$ cat config.mk
export PLATFORM = sky130hd
export DESIGN_NAME = demux_sequencer_flat
export DESIGN_NICKNAME = d
export VERILOG_FILES = /design/src/rtl/demux_sequencer_if.sv /design/src/rtl/demux_sequencer.sv /design/src/flat_wrapper.sv
export SDC_FILE = /design/constraint.sdc
export NUM_CORES = 1
export LEC_CHECK = 0
export CORE_MARGIN = 2
export CORE_UTILIZATION = 40
export CTS_CLUSTER_DIAMETER = 60
export DETAILED_ROUTE_END_ITERATION = 16
export PLACE_DENSITY = 0.65
export SLEW_MARGIN = 0
export SYNTH_ARGS = -nofsm -noshare
export SYNTH_HDL_FRONTEND = slang
export SYNTH_SLANG_ARGS = --single-unit
$ cat constraint.sdc
create_clock -name clk -period 2.3 [get_ports clk]
set_clock_uncertainty 0.15 [all_clocks]
set_input_delay 0.46 -clock clk [delete_from_list [all_inputs] [get_ports clk]]
set_output_delay 0.46 -clock clk [all_outputs]
set_load 0.005 [all_outputs]
$ cat src/rtl/demux_sequencer_if.sv
// Request handshake plus the registered demux drive lines of demux_sequencer.
interface demux_sequencer_if #(
   parameter int DEPTH = 4
) ();
   logic                     in_valid;
   logic                     in_ready;
   logic [1:0]               in_dest;
   logic                     in_data;
   logic                     s1;
   logic                     s2;
   logic                     a1;
   logic                     busy;
   logic [$clog2(DEPTH):0]   count;

   modport master (
      output in_valid, in_dest, in_data,
      input  in_ready, s1, s2, a1, busy, count
   );

   modport slave (
      input  in_valid, in_dest, in_data,
      output in_ready, s1, s2, a1, busy, count
   );
endinterface

$ cat src/rtl/demux_sequencer.sv
// Buffers {dest,data} requests in a FIFO and presents each on s1/s2/a1
// for HOLD cycles, in arrival order, back-to-back when entries are waiting.
module demux_sequencer #(
   parameter int DEPTH = 4,
   parameter int HOLD  = 2
) (
   input  logic             clk,
   input  logic             rst_n,
   demux_sequencer_if.slave bus
);
   localparam int AW = $clog2(DEPTH);
   localparam int CW = AW + 1;
   localparam int HW = $clog2(HOLD) + 1;

   typedef enum logic {IDLE, DRIVE} state_e;

   state_e          state_q, state_d;
   logic [2:0]      mem_q [DEPTH];
   logic [AW-1:0]   wr_ptr_q, rd_ptr_q;
   logic [CW-1:0]   count_q, count_d;
   logic [HW-1:0]   hold_q, hold_d;
   logic            s1_q, s1_d, s2_q, s2_d, a1_q, a1_d;
   logic            ready, push, pop;
   logic [2:0]      head;

   // Ready looks only at occupancy, so a full FIFO refuses even on a pop edge.
   assign ready = (count_q < CW'(DEPTH));
   assign push  = bus.in_valid & ready;
   assign head  = mem_q[rd_ptr_q];

   always_ff @(posedge clk or negedge rst_n) begin
      if (!rst_n) begin
         state_q  <= IDLE;
         wr_ptr_q <= '0;
         rd_ptr_q <= '0;
         count_q  <= '0;
         hold_q   <= '0;
         s1_q     <= 1'b0;
         s2_q     <= 1'b0;
         a1_q     <= 1'b0;
      end else begin
         state_q <= state_d;
         count_q <= count_d;
         hold_q  <= hold_d;
         s1_q    <= s1_d;
         s2_q    <= s2_d;
         a1_q    <= a1_d;
         if (push) wr_ptr_q <= wr_ptr_q + AW'(1);
         if (pop)  rd_ptr_q <= rd_ptr_q + AW'(1);
      end
   end

   always_ff @(posedge clk) begin
      if (push) mem_q[wr_ptr_q] <= {bus.in_dest, bus.in_data};
   end

   always_comb begin
      state_d = state_q;
      case (state_q)
         IDLE:    if (count_q != '0) state_d = DRIVE;
         DRIVE:   if (hold_q == '0 && count_q == '0) state_d = IDLE;
         default: state_d = IDLE;
      endcase
   end

   always_comb begin
      pop    = 1'b0;
      hold_d = hold_q;
      s1_d   = s1_q;
      s2_d   = s2_q;
      a1_d   = a1_q;
      case (state_q)
         IDLE: begin
            a1_d = 1'b0;
            pop  = (count_q != '0);
         end
         DRIVE: begin
            if (hold_q != '0)       hold_d = hold_q - HW'(1);
            else if (count_q != '0) pop    = 1'b1;
            else                    a1_d   = 1'b0;
         end
         default: a1_d = 1'b0;
      endcase
      if (pop) begin
         s1_d   = head[2];
         s2_d   = head[1];
         a1_d   = head[0];
         hold_d = HW'(HOLD - 1);
      end
   end

   always_comb begin
      count_d = count_q;
      case ({push, pop})
         2'b10:   count_d = count_q + CW'(1);
         2'b01:   count_d = count_q - CW'(1);
         default: count_d = count_q;
      endcase
   end

   assign bus.in_ready = ready;
   assign bus.s1       = s1_q;
   assign bus.s2       = s2_q;
   assign bus.a1       = a1_q;
   assign bus.busy     = (state_q == DRIVE);
   assign bus.count    = count_q;
endmodule

$ cat src/flat_wrapper.sv
// flat-port wrapper written by rule: the top's interface ports become plain ports
module demux_sequencer_flat 
#(
   parameter int DEPTH = 4,
   parameter int HOLD  = 2
)
  (clk, rst_n, bus_in_valid, bus_in_dest, bus_in_data, bus_in_ready, bus_s1, bus_s2, bus_a1, bus_busy, bus_count);
  demux_sequencer_if #(.DEPTH(DEPTH)) bus_i ();
  input  logic clk;
  input  logic rst_n;
  input wire logic [$bits(bus_i.in_valid)-1:0] bus_in_valid;
  input wire logic [$bits(bus_i.in_dest)-1:0] bus_in_dest;
  input wire logic [$bits(bus_i.in_data)-1:0] bus_in_data;
  output wire logic [$bits(bus_i.in_ready)-1:0] bus_in_ready;
  output wire logic [$bits(bus_i.s1)-1:0] bus_s1;
  output wire logic [$bits(bus_i.s2)-1:0] bus_s2;
  output wire logic [$bits(bus_i.a1)-1:0] bus_a1;
  output wire logic [$bits(bus_i.busy)-1:0] bus_busy;
  output wire logic [$bits(bus_i.count)-1:0] bus_count;
  assign bus_i.in_valid = bus_in_valid;
  assign bus_i.in_dest = bus_in_dest;
  assign bus_i.in_data = bus_in_data;
  assign bus_in_ready = bus_i.in_ready;
  assign bus_s1 = bus_i.s1;
  assign bus_s2 = bus_i.s2;
  assign bus_a1 = bus_i.a1;
  assign bus_busy = bus_i.busy;
  assign bus_count = bus_i.count;
  demux_sequencer #(.DEPTH(DEPTH), .HOLD(HOLD)) u_core (.clk(clk), .rst_n(rst_n), .bus(bus_i));
endmodule
==> results.sh, run 1 <==
export IMPL_status="complete, no violations"
export IMPL_power_switching_w=0.0005569
export IMPL_yosys_area_share_adder=0.08607
export IMPL_slew_violations=0
export IMPL_std_cell_rows=19
export IMPL_synth_seq_cells=25
export IMPL_swShare=0.3326
export IMPL_viasPerCell=4.694
export IMPL_endpoint_kind="flop"
export IMPL_synth_top_family_by_area="multiplexers"
export IMPL_initialDrtViolationCount=13
export IMPL_postCtsSetupRepairBufs=0
export IMPL_fin_cells=124
export IMPL_gp_congestion=0.6673
export IMPL_insertedDiodeCount=0
export IMPL_final_hold_violation_count=0
export IMPL_layout_drive_gt1_share=0.1290
export IMPL_antenna_found_initial=0
export IMPL_p_int_w=0.001117
export IMPL_synth_most_common_cell="dfrtp_1"
export IMPL_cts_hold_buffers_added=0
export IMPL_pwr_share_seq=0.445
export IMPL_clk_insertion_delay_late_ps=320
export IMPL_dp_cells=120
export IMPL_multiInputGateArea_um2=370.4
export IMPL_ir_worst_vdd_mv=0.8141
export IMPL_wl_per_cell_um=12.87
export IMPL_wl_um=1596
export IMPL_synthSimpleGateAreaFrac=0.08720
export IMPL_drtPass1Iterations=2
export IMPL_finalSetupViolCount=0
export IMPL_fp_dieArea_um2=3198
export IMPL_syn_to_final_growth_pct=17.67
export IMPL_grt_max_degree=14
export IMPL_cts_tree="yes"
export IMPL_ys_top_cells_by_area="edfxtp_1 (33%), dfrtp_1 (29%), ha_1 (6.8%)"
export IMPL_finalSetupTns_ps=0
export IMPL_powerDensity_nw_per_um2=1288
export IMPL_portBuffers=13
export IMPL_ys_seq_area_frac=0.6206
export IMPL_maxCapViolCount=0
export IMPL_dp_hpwl_um=1226
export IMPL_critical_path_arrival_ps=2170
export IMPL_min_period_ps=2066
export IMPL_grt_usage=0.1257
export IMPL_fillers=252
export IMPL_cts_resized=0
export IMPL_drc=0
export IMPL_cts_root_buffer="clkbuf_4"
export IMPL_synth_area_mux_share=0.08834
export IMPL_avgSynthCellArea_um2=14.54
export IMPL_grt_pass1_vias=606
export IMPL_grt_pass1_wl_um=2891
export IMPL_clkSinkCount=25
export IMPL_regArea_um2=685.7
export IMPL_async_flop_share=0.5200
export IMPL_die_h_um=56.56
export IMPL_whs_ps=337.9
export IMPL_yosys_top_cells_count="dfrtp_1 (13), edfxtp_1 (12), inv_1 (9)"
export IMPL_max_clock_path_buffers=2
export IMPL_synthCells=76
export IMPL_path_clk_slew_ps=130
export IMPL_overflow=0
export IMPL_ys_types=24
export IMPL_io_pins=14
export IMPL_crit_fanout=4
export IMPL_cp_start_kind="flop"
export IMPL_drtAntennaViolNets=0
export IMPL_htree_levels=1
export IMPL_worst_ep_required_time_ps=2410
export IMPL_crit_type="flop to flop"
export IMPL_design_core_area_um2=2686
export IMPL_worst_slew_pin_slew_ps=618.0
export IMPL_min_period_over_period=0.8981
export IMPL_pwr_share_comb=0.438
export IMPL_vias=582
export IMPL_ys_flop_type="dfrtp_1"
export IMPL_rsz0062_at_grt="false"
export IMPL_synth_edf_count=12
export IMPL_nets=107
export IMPL_slew_headroom=0.5867
export IMPL_die_x_um=56.56
export IMPL_syn_nets=89
export IMPL_syn_cell_area_um2=1105
export IMPL_cts_inserted_buffers=3
export IMPL_leakagePower_nw=0.5234
export IMPL_p_total_w=0.001674
export IMPL_synth_xor_area_frac=0.04757
export IMPL_hold_path_class="flop to flop"
export IMPL_synthDominantCellAreaShare=0.3262
export IMPL_yosys_warnings=0
export IMPL_fmax_mhz=484.1
export IMPL_initial_core_util=0.4113
export IMPL_power_share_clock=0.117
export IMPL_synth_compound_area_frac=0.02605
export IMPL_yosysTopAreaCell="edfxtp_1"
## cell families after synthesis
logic type | after synthesis
DFF | 25
muxes | 5
adders and majority gates | 7
and+or+nand+nor | 17
AOI/OAI and AO/OA | 5
xor gates and xnor gates | 6
buffers and inverters | 11
## registers in the layout (all words and copies together), names as in the netlist
signal / count
u_core.rd_ptr_q: 2
u_core.hold_q: 2
u_core.wr_ptr_q: 2
u_core.bus.busy: 1
u_core.bus.s1: 1
u_core.mem_q: 12
u_core.bus.s2: 1
u_core.bus.count: 3
u_core.bus.a1: 1
## cell usage in the layout (no fill, tap or decap), types with 2 or more instances in the layout
cell type and count:
and2_1 4, buf_4 2, clkbuf_4 3, clkdlybuf4s50_1 13, dfrtp_1 13, edfxtp_1 12, ha_1 6, inv_1 9
mux2_4 2, mux4_2 3, nand2_1 3, nand3_1 2, nor2b_1 2, o21ai_0 3, xnor2_1 4, xor2_1 2
## metrics by stage
stage / setup WS [ps] / cell area, µm² / util
after floorplan: 207.5 / 1105 / -
after global placement: 73.28 / 1274 / 0.4742
after detailed placement: 56.75 / 1274 / 0.4742
after CTS: 187.2 / 1300 / 0.4839
after global routing: 12.67 / 1300 / 0.4839
final: 234.4 / 1300 / 0.4839
## per-layer routing
metal	up-vias	global-route usage	wire length (µm)
met4	0	0.09184	38
met2	9	0.1977	828
met3	4	0.02304	53
met1	278	0.1538	676
met5	-	0	0
li1	291	-	-
## cell type report
type	instances	area share
Sequential cell	25	0.5274
Multi-Input combinational cell	40	0.2849
Timing Repair Buffer	15	0.1116
Tap cell	31	0.02984
Inverter	9	0.02599
Clock buffer	4	0.02021
## worst max-delay path: stages, from the launching register on
cell	delay, ps
dfrtp_1	420
inv_1	60
ha_1	150
nor2b_1	80
nor2_2	130
ha_1	200
inv_1	60
fa_1	370
xor2_1	150
nor2_1	110
xnor2_1	120
## power groups by stage
stage	sequential, W	clock [W]	combinational, W
5_1_grt	0.000769	0.000220	0.000831
6_report	0.000744	0.000196	0.000733
4_1_cts	0.000750	0.000205	0.000747
3_5_place_dp	0.000761	0	0.000743
3_3_place_gp	0.000752	0	0.000719
2_1_floorplan	0.000722	0	0.000527
## worst paths after layout
kind | start | endpoint | slack [ps] | cells past startpoint
max | u_core.hold_q[0]$_DFFE_PN0P_ | u_core.bus.count[2]$_DFFE_PN0P_ | 230 | 10
min | u_core.hold_q[0]$_DFFE_PN0P_ | u_core.hold_q[0]$_DFFE_PN0P_ | 340 | 1
max reg2reg | u_core.hold_q[0]$_DFFE_PN0P_ | u_core.bus.count[2]$_DFFE_PN0P_ | 230 | 10
min reg2reg | u_core.hold_q[0]$_DFFE_PN0P_ | u_core.hold_q[0]$_DFFE_PN0P_ | 340 | 1
max in group asynchronous | rst_n | u_core.bus.s2$_DFFE_PN0P_ | 1250 | 1
min in group asynchronous | rst_n | u_core.bus.count[2]$_DFFE_PN0P_ | 360 | 1
Power figures use the tool's default switching activity.
==> inputs of run 2 (changes only) <==
Settings changed: CTS_CLUSTER_SIZE set to 8.
==> results of run 2 <==
Final layout, timing and power as in run 1 (identical DEF).
==> inputs of run 3 (changes only) <==
Settings changed: CTS_CLUSTER_SIZE 8 to 10.
==> results of run 3 <==
Final layout, timing and power as in run 1 (identical DEF).
